===== src/rtl/bcd2binary_seq.sv =====
// Sequential BCD-to-binary converter.
// Reverse double-dabble: one right shift plus a nibble correction per clock.
module bcd2binary_seq #(
  parameter int DIGITS = 4,
  parameter int BIN_W  = 14
) (
  input  logic                  clk,
  input  logic                  rst,
  input  logic                  start,
  input  logic [4*DIGITS-1:0]   bcd_in,
  output logic                  busy,
  output logic                  done,
  output logic                  err,
  output logic [BIN_W-1:0]      bin_out
);

  localparam int BW = 4 * DIGITS;
  localparam int CW = $clog2(BIN_W + 1);

  typedef enum logic [1:0] {
    S_IDLE,
    S_SHIFT,
    S_DONE
  } state_t;

  state_t          state_q, state_d;
  logic [CW-1:0]   cnt_q, cnt_d;
  logic [BW-1:0]   bcd_q, bcd_d;
  logic [BIN_W-1:0] acc_q, acc_d;
  logic [BIN_W-1:0] bin_q, bin_d;
  logic            err_q, err_d;

  logic                  bad;
  logic [BW+BIN_W-1:0]   sh_all;
  logic [BW-1:0]         sh_bcd;
  logic [BIN_W-1:0]      sh_acc;
  logic [BW-1:0]         fix_bcd;

  // Flag any operand nibble outside 0..9.
  always_comb begin
    bad = 1'b0;
    for (int i = 0; i < DIGITS; i++) begin
      if (bcd_in[4*i +: 4] > 4'd9) bad = 1'b1;
    end
  end

  // One iteration: combined right shift, then -3 on nibbles >= 8.
  always_comb begin
    sh_all  = {bcd_q, acc_q} >> 1;
    sh_bcd  = sh_all[BW+BIN_W-1:BIN_W];
    sh_acc  = sh_all[BIN_W-1:0];
    fix_bcd = sh_bcd;
    for (int i = 0; i < DIGITS; i++) begin
      if (sh_bcd[4*i +: 4] >= 4'd8)
        fix_bcd[4*i +: 4] = sh_bcd[4*i +: 4] - 4'd3;
    end
  end

  // Next-state and datapath updates.
  always_comb begin
    state_d = state_q;
    cnt_d   = cnt_q;
    bcd_d   = bcd_q;
    acc_d   = acc_q;
    bin_d   = bin_q;
    err_d   = err_q;
    case (state_q)
      S_IDLE: begin
        if (start) begin
          bcd_d = bcd_in;
          acc_d = '0;
          if (bad) begin
            state_d = S_DONE;
            cnt_d   = '0;
            err_d   = 1'b1;
            bin_d   = '0;
          end else begin
            state_d = S_SHIFT;
            cnt_d   = CW'(BIN_W);
          end
        end
      end
      S_SHIFT: begin
        bcd_d = fix_bcd;
        acc_d = sh_acc;
        cnt_d = cnt_q - CW'(1);
        if (cnt_q == CW'(1)) begin
          bin_d   = sh_acc;
          err_d   = 1'b0;
          state_d = S_DONE;
        end
      end
      S_DONE: state_d = S_IDLE;
      default: state_d = S_IDLE;
    endcase
  end

  // State and datapath registers; reset aborts any conversion.
  always_ff @(posedge clk or negedge rst) begin
    if (!rst) begin
      state_q <= S_IDLE;
      cnt_q   <= '0;
      bcd_q   <= '0;
      acc_q   <= '0;
      bin_q   <= '0;
      err_q   <= 1'b0;
    end else begin
      state_q <= state_d;
      cnt_q   <= cnt_d;
      bcd_q   <= bcd_d;
      acc_q   <= acc_d;
      bin_q   <= bin_d;
      err_q   <= err_d;
    end
  end

  assign busy    = (state_q != S_IDLE);
  assign done    = (state_q == S_DONE);
  assign err     = err_q;
  assign bin_out = bin_q;

endmodule


===== config.mk =====
export PLATFORM = sky130hd
export DESIGN_NAME = bcd2binary_seq
export DESIGN_NICKNAME = d
export VERILOG_FILES = /design/src/rtl/bcd2binary_seq.sv
export SDC_FILE = /design/constraint.sdc
export NUM_CORES = 1
export LEC_CHECK = 0
export BUFFER_PORTS_ARGS = -buffer_cell sky130_fd_sc_hd__buf_2
export CORE_MARGIN = 1
export CORE_UTILIZATION = 50
export CTS_CLUSTER_DIAMETER = 120
export DETAILED_ROUTE_END_ITERATION = 8
export GPL_TIMING_DRIVEN = 1
export PLACE_DENSITY = 0.74
export SETUP_SLACK_MARGIN = 0.15
export SLEW_MARGIN = 20
export SYNTH_ARGS = -nofsm -noshare
export SYNTH_HDL_FRONTEND = slang
export SYNTH_SLANG_ARGS = --single-unit

===== constraint.sdc =====
create_clock -name clk -period 1.83 [get_ports clk]
set_input_delay 0.366 -clock clk [delete_from_list [all_inputs] [get_ports clk]]
set_output_delay 0.366 -clock clk [all_outputs]
set_load 0.01 [all_outputs]

==> impl_metrics.toml <==
[setup_path]
critical_path.startpoint_type = "flip-flop"
critPathMaxFanout = 15
criticalPathCategory = "flip-flop to flip-flop"
critPathRequiredTime_ns = 2.03
timing.critical_path.to_type = "flip-flop"
worst_ep_arrival_time_ns = 1.83

[timing]
final.setup_skew_ns = 0.00819
slew_violations = 0
totalNegativeSetupSlack_ns = 0
period_minus_slack_ns = 1.63
layout_worst_path_cycle_share_pct = 89.1
slew-limit-headroom_pct = 69.6
worst_slew_pin_slew_ns = 0.456
finalHoldWorstSlack_ns = 0.310
rsz0062_at_grt = "true"
fin_ws_ns = 0.199
final-setup-viol-count = 0
fmax_ghz = 0.613
timing_hold_violations_final = 0

[min_path]
min-delay-path-class = "input pin to flip-flop"

[clocking]
cts_root_buffer = "sky130_fd_sc_hd__clkbuf_8"
clk_pin_slew_ns = 0.09
clock_tree_from_tritoncts = "built"
tritoncts_num_sinks = 50
htree_num_levels = 2
cts_buffers = 5
worst_skew_pair.late_latency_ns = 0.31
clock_path_buffers = 2

[synthesis]
synthesis.area_per_instance_sq_um = 10.6
ys_ff_latch = 50
synth_area_sq_um = 2340
syn-instance-count = 221
synth.area.top_cells = "sky130_fd_sc_hd__dfrtp_1 53%, sky130_fd_sc_hd__a22o_1 10%, sky130_fd_sc_hd__ha_1 4.3%"
synth_top_area_share_pct = 53.4
synth_cell_type_count = 31
yosysWarningCount = 0
synth_fp_nets = 248
ys_seq_area_share_pct = 53.4
synth_area_leader_cell = "sky130_fd_sc_hd__dfrtp_1"

[floorplan]
placeableCoreArea_sq_um = 4410
die-height_um = 70.4
io_pins = 36
fp.dieArea_sq_um = 4960
die_w_um = 70.4
initial_utilization_pct = 53.1
floorplan.rows = 24

[route]
first_pass_detailed_route_iteration_total = 4
wirelength_um = 4780
vias_per_cell = 5.62
wl_per_cell_um = 15.1
route.detailed.drc = 0
antenna_left = 0
vias = 1777
detailedRoute.firstIterationViolations = 103

[grt]
antenna_violations_before_repair = 0
track_usage_pct = 20.6
overflow = 0
grt_start_max_net_pins = 35
first_global_vias = 1666
grt_pass1_wl_um = 7840

[outcome]
outcome = "finished clean"

[run]
drv.max_cap_violation_count = 0

[pwr]
leakagePower_nw = 1.38
power.ir.vdd_worst_mv = 0.755
power_per_standard_cell_area_nw_per_um2 = 1310

[finish]
areaGrowthSynthToFinish_pct = 17.5
layout-drive-gt1-share_pct = 23.1
layoutNonFillerInstCount = 316
num-nets-final = 290
antenna-diode-count = 0

[placement]
hpwl_um = 3400
post-place-cells = 307
routabilityCongestion = 0.819
post-place-ws_ns = 0.146
io_buffer_count = 35
==> metrics by stage <==
stage          area [sq um]  power [mW]  util [%]
5_1_grt                2750        3.87      62.3
6_report               2750        3.61      62.3
3_5_place_dp           2630        2.84      59.5
4_1_cts                2750        3.63      62.3
2_1_floorplan          2340        2.48         -
3_3_place_gp           2630        2.81      59.5
==> state kept, by name, summed over array words and instances, names as in the netlist <==
signal,cells
acc_q,13
bin_out,14
bcd_q,16
cnt_q,4
err,1
state_q,2
==> kinds of logic (layout without fill, tap and decap cells) <==
family	Yosys count	in the layout	share of synthesized area (%)
simple gates	55	55	11.2
compound gates	75	75	23.1
flops	50	50	53.4
xor+xnor	8	8	2.99
buf+inv	25	68	5.02
fa+ha+maj	8	8	4.27
==> cell usage after synthesis <==
library cell and number:
sky130_fd_sc_hd__ha_1 8, sky130_fd_sc_hd__a2bb2oi_1 3, sky130_fd_sc_hd__nand2_1 24, sky130_fd_sc_hd__xor2_1 2, sky130_fd_sc_hd__o22ai_4 1, sky130_fd_sc_hd__buf_4 1, sky130_fd_sc_hd__nor2_8 1, sky130_fd_sc_hd__nand2b_1 5
sky130_fd_sc_hd__or3b_4 1, sky130_fd_sc_hd__nand4_1 1, sky130_fd_sc_hd__inv_1 12, sky130_fd_sc_hd__o21ai_0 13, sky130_fd_sc_hd__or2_2 1, sky130_fd_sc_hd__a22oi_1 2, sky130_fd_sc_hd__xnor2_1 6, sky130_fd_sc_hd__nor2_2 1
sky130_fd_sc_hd__a22o_1 27, sky130_fd_sc_hd__nor2_1 16, sky130_fd_sc_hd__buf_2 10, sky130_fd_sc_hd__dfrtp_1 50, sky130_fd_sc_hd__buf_6 1, sky130_fd_sc_hd__a21oi_1 13, sky130_fd_sc_hd__o22ai_1 3, sky130_fd_sc_hd__nor2b_1 2
sky130_fd_sc_hd__o21bai_2 1, sky130_fd_sc_hd__nor3_1 1, sky130_fd_sc_hd__or3_1 1, sky130_fd_sc_hd__o211ai_1 6, sky130_fd_sc_hd__nor3b_1 1, sky130_fd_sc_hd__clkbuf_1 1, sky130_fd_sc_hd__a31oi_1 6
==> path summary, 6_finish.rpt <==
| kind | start | end | slack [ns] | cells past startpoint |
|---|---|---|---|---|
| worst max register to register | cnt_q[1]$_DFFE_PN0P_ | bin_out[6]$_DFFE_PN0P_ | 0.20 | 6 |
| worst min register to register | bin_out[11]$_DFFE_PN0P_ | bin_out[11]$_DFFE_PN0P_ | 0.50 | 1 |
| worst max-delay path | cnt_q[1]$_DFFE_PN0P_ | bin_out[6]$_DFFE_PN0P_ | 0.20 | 6 |
| min in group asynchronous | rst | bin_out[2]$_DFFE_PN0P_ | 0.51 | 2 |
| max in group asynchronous | rst | err$_DFFE_PN0P_ | 0.81 | 3 |
| worst min-delay path | bcd_in[12] | bcd_q[12]$_DFFE_PN0P_ | 0.31 | 3 |
==> cells in the final DEF, fill, tap and decap left out, drive strengths merged <==
cell type,synthesis,layout
inv,12,13
bufinv,0,1
or3,1,1
ha,8,8
a21oi,13,13
or3b,1,1
o21bai,1,1
dfrtp,50,50
a22o,27,27
xnor2,6,6
a22oi,2,2
nor2b,2,2
a31oi,6,6
a2bb2oi,3,3
o22ai,4,4
or2,1,1
nor3b,1,1
nand2,24,24
o211ai,6,6
nand4,1,1
clkbuf,1,5
xor2,2,2
nor3,1,1
nor2,18,18
clkinv,0,1
buf,12,47
nand2b,5,5
dlygate4sd3,0,1
o21ai,13,13
==> per-layer routing <==
layer / wire [um] / GRT usage, % / vias up
li1: - / - / 860
met1: 2220 / 28.6 / 870
met2: 2310 / 32.6 / 39
met3: 183 / 3.17 / 8
met4: 76 / 8.00 / 0
met5: 0 / 0 / -
==> layout make-up <==
cell class / instances / area, sq um
Fill cell: 370 / 1660
Sequential cell: 50 / 1250
Multi-Input combinational cell: 146 / 973
Timing Repair Buffer: 48 / 300
Clock buffer: 5 / 68.8
Tap cell: 52 / 65.1
Clock inverter: 3 / 47.5
Inverter: 12 / 45.0
==> critical path: stages (launching register included) <==
cell                      delay (ns)
sky130_fd_sc_hd__dfrtp_1        0.38
sky130_fd_sc_hd__inv_1          0.09
sky130_fd_sc_hd__ha_1           0.15
sky130_fd_sc_hd__or3b_4         0.42
sky130_fd_sc_hd__nor2_8         0.11
sky130_fd_sc_hd__o22ai_4        0.15
sky130_fd_sc_hd__a22o_1         0.22
==> timing repair <==
| item | in CTS | in global routing |
|---|---|---|
| setup buffers | 0 | 0 |
| endpoints found under the setup margin | 0 | 2 |
| hold buffers | 1 | 0 |
| endpoints found under the hold margin | 16 | 0 |
| resized for setup | 0 | 0 |
==> power by group <==
part / switching [mW] / leakage, nW / internal (mW)
logic: 0.669 / 0.676 / 0.539
registers: 0.254 / 0.650 / 1.35
clock network: 0.380 / 0.0587 / 0.415
total: 1.30 / 1.38 / 2.30
No activity file was read; power rests on OpenSTA's default activity.
